### src/rtl/serial_subtractor_pkg.sv
// serial_subtractor_pkg
// Shared definitions for the bit-serial subtractor: FSM state encoding and
// the default operand width.
package serial_subtractor_pkg;

  // IDLE: waiting for an operand pair
  // RUN:  one result bit produced per clock
  // DONE: result held until the consumer takes it
  typedef enum logic [1:0] {
    IDLE = 2'd0,
    RUN  = 2'd1,
    DONE = 2'd2
  } state_e;

  localparam int DEFAULT_WIDTH = 8;

endpackage

### src/rtl/serial_subtractor_cell.sv
// full_subtractor_cell
// One-bit full subtractor, purely combinational: d = a - b - bin.
// Ports:
//   a_i, b_i, bin_i : minuend bit, subtrahend bit, borrow-in
//   d_o, bout_o     : difference bit, borrow-out
module full_subtractor_cell (
  input  logic a_i,
  input  logic b_i,
  input  logic bin_i,
  output logic d_o,
  output logic bout_o
);

  logic eq;

  always_comb begin
    eq     = ~(a_i ^ b_i);
    d_o    = a_i ^ b_i ^ bin_i;
    // Borrow when a<b outright, or when the bits are equal and a borrow comes in.
    bout_o = (~a_i & b_i) | (eq & bin_i);
  end

endmodule

### src/rtl/serial_subtractor.sv
// serial_subtractor
// Bit-serial WIDTH-bit subtractor: diff = (a - b) mod 2^WIDTH and
// borrow = (a < b), computed LSB first, one bit per clock through a single
// full-subtractor cell and a borrow flip-flop.
//
// Handshakes: a transfer happens on a rising edge where valid and ready are
// both 1. in_ready is 1 only in IDLE; out_valid is 1 only in DONE. in_valid
// is ignored outside IDLE, and diff/borrow stay stable while out_valid=1.
//
// Ports:
//   clk, rst          : clock, synchronous active-high reset
//   in_valid/in_ready : operand handshake, a (minuend), b (subtrahend)
//   out_valid/out_ready : result handshake, diff, borrow
//   state_o           : current FSM state (debug observation)
module serial_subtractor
  import serial_subtractor_pkg::*;
#(
  parameter int WIDTH = DEFAULT_WIDTH
) (
  input  logic             clk,
  input  logic             rst,
  input  logic             in_valid,
  output logic             in_ready,
  input  logic [WIDTH-1:0] a,
  input  logic [WIDTH-1:0] b,
  output logic             out_valid,
  input  logic             out_ready,
  output logic [WIDTH-1:0] diff,
  output logic             borrow,
  output state_e           state_o
);

  localparam int CW = $clog2(WIDTH);

  state_e           state_q, state_d;
  logic [WIDTH-1:0] a_sr_q, a_sr_d;
  logic [WIDTH-1:0] b_sr_q, b_sr_d;
  logic [WIDTH-1:0] d_sr_q, d_sr_d;
  logic [WIDTH-1:0] diff_q, diff_d;
  logic [CW-1:0]    cnt_q, cnt_d;
  logic             borrow_ff_q, borrow_ff_d;
  logic             borrow_q, borrow_d;

  logic cell_d;
  logic cell_bout;

  full_subtractor_cell u_cell (
    .a_i    (a_sr_q[0]),
    .b_i    (b_sr_q[0]),
    .bin_i  (borrow_ff_q),
    .d_o    (cell_d),
    .bout_o (cell_bout)
  );

  always_comb begin
    state_d     = state_q;
    a_sr_d      = a_sr_q;
    b_sr_d      = b_sr_q;
    d_sr_d      = d_sr_q;
    diff_d      = diff_q;
    cnt_d       = cnt_q;
    borrow_ff_d = borrow_ff_q;
    borrow_d    = borrow_q;
    in_ready    = 1'b0;
    out_valid   = 1'b0;

    unique case (state_q)
      IDLE: begin
        in_ready = 1'b1;
        if (in_valid) begin
          a_sr_d      = a;
          b_sr_d      = b;
          borrow_ff_d = 1'b0;
          cnt_d       = '0;
          state_d     = RUN;
        end
      end
      RUN: begin
        // New bit enters at the MSB so after WIDTH shifts bit 0 is the LSB result.
        d_sr_d      = {cell_d, d_sr_q[WIDTH-1:1]};
        a_sr_d      = {1'b0, a_sr_q[WIDTH-1:1]};
        b_sr_d      = {1'b0, b_sr_q[WIDTH-1:1]};
        borrow_ff_d = cell_bout;
        cnt_d       = cnt_q + 1'b1;
        if (cnt_q == CW'(WIDTH - 1)) begin
          diff_d   = {cell_d, d_sr_q[WIDTH-1:1]};
          borrow_d = cell_bout;
          cnt_d    = '0;
          state_d  = DONE;
        end
      end
      DONE: begin
        out_valid = 1'b1;
        if (out_ready) begin
          state_d = IDLE;
        end
      end
      default: begin
        state_d = IDLE;
      end
    endcase
  end

  always_ff @(posedge clk) begin
    if (rst) begin
      state_q     <= IDLE;
      a_sr_q      <= '0;
      b_sr_q      <= '0;
      d_sr_q      <= '0;
      diff_q      <= '0;
      cnt_q       <= '0;
      borrow_ff_q <= 1'b0;
      borrow_q    <= 1'b0;
    end else begin
      state_q     <= state_d;
      a_sr_q      <= a_sr_d;
      b_sr_q      <= b_sr_d;
      d_sr_q      <= d_sr_d;
      diff_q      <= diff_d;
      cnt_q       <= cnt_d;
      borrow_ff_q <= borrow_ff_d;
      borrow_q    <= borrow_d;
    end
  end

  assign diff    = diff_q;
  assign borrow  = borrow_q;
  assign state_o = state_q;

endmodule

### config.mk
export PLATFORM = sky130hd
export DESIGN_NAME = serial_subtractor
export DESIGN_NICKNAME = d
export VERILOG_FILES = /design/src/rtl/serial_subtractor_pkg.sv /design/src/rtl/serial_subtractor_cell.sv /design/src/rtl/serial_subtractor.sv
export SDC_FILE = /design/constraint.sdc
export NUM_CORES = 1
export LEC_CHECK = 0
export CORE_MARGIN = 5
export CORE_UTILIZATION = 50
export CTS_CLUSTER_DIAMETER = 150
export DETAILED_ROUTE_END_ITERATION = 12
export PLACE_DENSITY_LB_ADDON = 0.25
export SLEW_MARGIN = 30
export SYNTH_ARGS = -nofsm -noshare
export SYNTH_HDL_FRONTEND = slang
export SYNTH_SLANG_ARGS = --single-unit
export TNS_END_PERCENT = 10
### constraint.sdc
create_clock -name clk -period 1.8 [get_ports clk]
set_clock_uncertainty 0.2 [all_clocks]
set_input_delay 0.36 -clock clk [delete_from_list [all_inputs] [get_ports clk]]
set_output_delay 0.36 -clock clk [all_outputs]
set_load 0.1 [all_outputs]
==> results_dict.tcl, run 1 <==
set metrics [dict create \
    status "complete, no violations" \
    cts_buffer_depth 2 \
    portBuffers 32 \
    num_rows 20 \
    worst_pin_slew_ps 596 \
    route.detailed.drc 0 \
    post-place-ws_ps -402 \
    grt_usage_pct 18.8 \
    max-slew-margin-rel_pct 60.2 \
    grt_pass1_vias 1339 \
    cp_top_family "flip-flops" \
    hold_ws_ps 281 \
    grt_max_degree 39 \
    cp_cell_sequence "nor2b_4 -> buf_12" \
    start_kind "flop" \
    yosysTopAreaCell "dfxtp_1" \
    core_area_mm2 0.00305 \
    root_buffer "clkbuf_4" \
    synthArstFlopShare_pct 0 \
    routed_via_density 5.45 \
    cp.arrival_ps 1170 \
    setup_violations 0 \
    start_util_pct 51.9 \
    path_buf_inv 1 \
    fmax_mhz 578 \
    grt_antenna_before_repair 0 \
    layout_commonest_cell "dfxtp_1" \
    criticalPathCategory "reg2out" \
    ys.flop_type "dfxtp_1" \
    area_growth_pct 36.1 \
    diodes 0 \
    netlist_area_mm2 0.00159 \
    hp-class "reg2reg" \
    grt_pass1_wl_um 6140 \
    leakage_nw 0.777 \
    nets 227 \
    cts_buffers 5 \
    cts_tree "built" \
    grt-ovfl-total 0 \
    fin_crit_sh_pct 96.1 \
    cp-end-kind "primary output" \
    fin_cells 249 \
    die_h_um 66.3 \
    syn_area_per_cell_um2 9.22 \
    period_minus_slack_ps 1730 \
    synth_top_area_share_pct 48.0 \
    finalSetupTns_ps 0 \
    gp_congestion 0.783 \
    drive_gt1_share_pct 22.9 \
    slowest_stage "dfxtp_4" \
    syn_nets 195 \
    die-area_mm2 0.00440 \
    most-common-layout-cells "dfxtp_1, nand2_1, a21oi_1, clkdlybuf4s50_1, inv_1" \
    seq_area_frac_synth_pct 48.0 \
    p_per_area_mw_per_mm2 749 \
    via_count 1356 \
    drtIter0Drc 114 \
    top_level_ports 33 \
    clock-sinks 38 \
    slew_violations 0 \
    yosys_warnings 0 \
    dp_hpwl_um 2670 \
    setup_ws_ps 70.7 \
    cpPeakStageDelay_ps 440 \
    drtPass1Iterations 4 \
    clock_latency_ps 360 \
    routedWlPerCell_um 15.1 \
    clk_pin_slew_worst_paths_ps 110 \
    fin_total_pwr_w 0.00162 \
    required_ps 1240 \
    ant_nets 0 \
    peakVddDrop_v 0.000407 \
    path_max_fanout 9 \
    nFillCells 233 \
    netlist_instances 172 \
    ys_types 27 \
    synthTopCellsByArea "dfxtp_1, o221a_1, a21oi_1, a21oi_2, nand2_1" \
    fp.dieW_um 66.3 \
    dp_cells 241 \
    routed_wl_um 3770 \
    cap_violations 0 \
    hold_violations 0 \
    ys_ff_latch 38 \
    synth_edf_count 0 \
    grt_setup_unrepaired "false" \
    cts_max_level 2 \
]
-- cell families after synthesis --
family,count (synthesis),synth area share [%]
DFF,38,48.0
buffers and inverters,30,9.47
AOI/OAI and AO/OA,53,26.2
and+or+nand+nor,47,12.9
muxes,1,0.631
adders and majority gates,3,2.84
-- metal layers --
metal  up-vias  part of all wire [%]  track usage [%]
met2        34                    48             31.6
met5         -                     0                0
met4         0                   2.8             10.2
met1       650                    44             21.0
met3        13                   4.9             5.78
li1        659                     -                -
-- final cells by class --
cell class | instances | area, um^2 | share of cell area [%]
inverter | 17 | 63.8 | 2.96
clock buffer | 6 | 41.3 | 1.91
timing repair buffer | 38 | 520 | 24.1
tap | 44 | 55.1 | 2.55
sequential | 38 | 768 | 35.6
multi-input combinational | 104 | 694 | 32.2
clock inverter | 2 | 13.8 | 0.638
-- stage by stage --
step / utilization (%) / cell area, um^2
after floorplan: - / 1610
after global placement: 68.8 / 2100
after detailed placement: 68.8 / 2100
after CTS: 70.7 / 2160
after global routing: 70.7 / 2160
final: 70.7 / 2160
-- power by group --
| part | leakage [nW] | internal, W | switching (W) | total [W] |
|---|---|---|---|---|
| logic | 0.433 | 0.000123 | 0.000131 | 0.000254 |
| registers | 0.312 | 0.000878 | 0.0000316 | 0.000910 |
| clock network | 0.0322 | 0.000153 | 0.000298 | 0.000452 |
-- state kept, by name, indices dropped and copies added (netlist names) --
signal and flops:
diff 8, a_sr_q 8, b_sr_q 8, d_sr_q 7, state_o 2, cnt_q 3, borrow 1, borrow_ff_q 1
-- synth_stat cells (all sizes together) (2+ instances only) --
cell / n
a21oi: 31
a22oi: 3
a32oi: 2
buf: 10
clkbuf: 3
dfxtp: 38
ha: 2
inv: 17
nand2: 23
nand2b: 2
nand3: 8
nor2: 10
nor2b: 2
o221a: 14
-- repair_timing --
item / in CTS / in global routing
endpoints found under the setup margin: 6 / 0
hold buffers: 0 / 0
gates resized for setup: 1 / 0
setup buffers: 0 / 0
-- tightest hold or removal path, stage by stage (launching register included) --
cell     delay, ps
dfxtp_1        340
nand2_1         60
a21oi_1         50
-- worst paths after layout --
| check | start | end | slack, ps | cells past startpoint |
|---|---|---|---|---|
| max | state_o[1] | out_valid | 70 | 2 |
| min | d_sr_q[4] | d_sr_q[3] | 280 | 2 |
| max reg2reg | cnt_q[0] | diff[6] | 210 | 5 |
| min reg2reg | d_sr_q[4] | d_sr_q[3] | 280 | 2 |
No activity file was read; power rests on OpenSTA's default activity.
==> run 2, diff against run 1 <==
SLEW_MARGIN = default   (was 30)
==> results of run 2 <==
Same layout as run 1: the final DEF is identical, and so are final timing and power.
==> run 3, diff against run 2 <==
MAX_ROUTING_LAYER = met4   (was default)
==> run 3 against run 2 <==
Net effect: flip-flop and latch count is the same; die area is the same; largest power group unchanged; critical path depth is the same; design area is the same; combinational power is essentially flat; register-to-register slack is essentially flat; critical path type unchanged; first-iteration DRC count grew 13%; largest cell class unchanged; clock-buffer cell count is the same; utilization is the same.
==> results_dict.tcl, run 3 (synthesis results as in run 1) <==
set metrics [dict create \
    status "complete, no violations" \
    path_max_fanout 9 \
    grt_max_degree 39 \
    cp-startpoint "state_o[1]" \
    top_level_ports 33 \
    die-area_mm2 0.00440 \
    fp.dieW_um 66.3 \
    num_rows 20 \
    area_growth_pct 36.1 \
    core_area_mm2 0.00305 \
    start_util_pct 51.9 \
    finalSetupTns_ps 0 \
    worst_pin_slew_ps 587 \
    required_ps 1240 \
    period_minus_slack_ps 1730 \
    clock_latency_ps 370 \
    leakage_nw 0.777 \
    grt_setup_unrepaired "false" \
    grt-ovfl-total 0 \
    die_h_um 66.3 \
    peakVddDrop_v 0.000401 \
    clock-sinks 38 \
    grt_antenna_before_repair 0 \
    cp-end-kind "primary output" \
    cts_tree "built" \
    p_per_area_mw_per_mm2 747 \
    drive_gt1_share_pct 22.9 \
    fmax_mhz 578 \
    reg2reg_depth 5 \
    r2r-end "diff[6]" \
    route.detailed.drc 0 \
    hold_violations 0 \
    root_buffer "clkbuf_4" \
    max-slew-margin-rel_pct 60.8 \
    gp_congestion 0.794 \
    cts_buffers 5 \
    grt_usage_pct 19.3 \
    layout_commonest_cell "dfxtp_1" \
    cp.arrival_ps 1170 \
    nets 227 \
    routedWlPerCell_um 14.9 \
    cts_buffer_depth 2 \
    cts_setup_buffers 0 \
    grt_pass1_wl_um 6150 \
    cp-endpoint "out_valid" \
    portBuffers 32 \
    routed_via_density 5.42 \
    hold_ws_ps 277 \
    fin_crit_sh_pct 96.2 \
    start_kind "flop" \
    slew_violations 0 \
    most-common-layout-cells "dfxtp_1, nand2_1, a21oi_1, clkdlybuf4s50_1, inv_1" \
    drtIter0Drc 129 \
    diodes 0 \
    grt_pass1_vias 1339 \
    clk_pin_slew_worst_paths_ps 110 \
    ant_nets 0 \
    routed_wl_um 3710 \
    drtPass1Iterations 4 \
    cap_violations 0 \
    hp-class "reg2reg" \
    via_count 1350 \
    criticalPathCategory "reg2out" \
    cts_max_level 2 \
    setup_violations 0 \
    rrSetupSlack_ps 200 \
    r2r-start "cnt_q[0]" \
    dp_hpwl_um 2670 \
]
-- run 3: cell counts in the layout (fill, tap and decap cells not counted) --
Identical to the previous run, type by type.
-- run 3: layout make-up --
cell class | instances | area (um^2)
fillers | 233 | 896
flip-flops and latches | 38 | 768
multi-input cells | 104 | 694
repair buffers | 38 | 520
inverters | 17 | 63.8
well taps | 44 | 55.1
clock buffers | 6 | 41.3
clock inverters | 2 | 13.8
-- run 3: critical path: stages, from the launching register on --
cell and delay, ps:
dfxtp_4 440, nor2b_4 200, buf_12 180
-- run 3: where the power goes --
| group | total, W | internal [W] | switching, W |
|---|---|---|---|
| registers | 0.000909 | 0.000878 | 0.0000312 |
| clock network | 0.000449 | 0.000153 | 0.000296 |
| logic | 0.000252 | 0.000123 | 0.000129 |
| total | 0.00161 | 0.00115 | 0.000457 |
-- run 3: worst min-delay path by stage --
stage	from	cells past startpoint	endpoint	slack, ps
after floorplan	d_sr_q[1]	2	d_sr_q[1]	240
after global placement	d_sr_q[1]	2	d_sr_q[1]	240
after detailed placement	d_sr_q[2]	2	d_sr_q[2]	260
after CTS	d_sr_q[2]	2	d_sr_q[2]	280
after global routing	d_sr_q[4]	2	d_sr_q[3]	300
final	d_sr_q[4]	2	d_sr_q[3]	280
-- run 3: what timing repair did --
item / 4_1_cts / 5_1_grt
endpoints found under the setup margin: 6 / 0
hold buffers: 0 / 0
gates resized for setup: 1 / 0
-- run 3: per-stage QoR --
stage	instance area (um^2)	setup WS [ps]	util [%]	cells	power [W]
2_1_floorplan	1610	-226	-	172	0.00109
3_3_place_gp	2100	-305	68.8	241	0.00116
3_5_place_dp	2100	-402	68.8	241	0.00118
4_1_cts	2160	61.8	70.7	249	0.00161
5_1_grt	2160	20.8	70.7	249	0.00168
6_report	2160	68.8	70.7	249	0.00161
-- run 3: per-layer routing --
metal | up-vias | wire, um | track usage, %
met4 | 0 | 106 | 10.2
met2 | 33 | 1810 | 31.5
met5 | - | 0 | -
met1 | 646 | 1610 | 21.3
li1 | 659 | - | -
met3 | 12 | 186 | 5.61
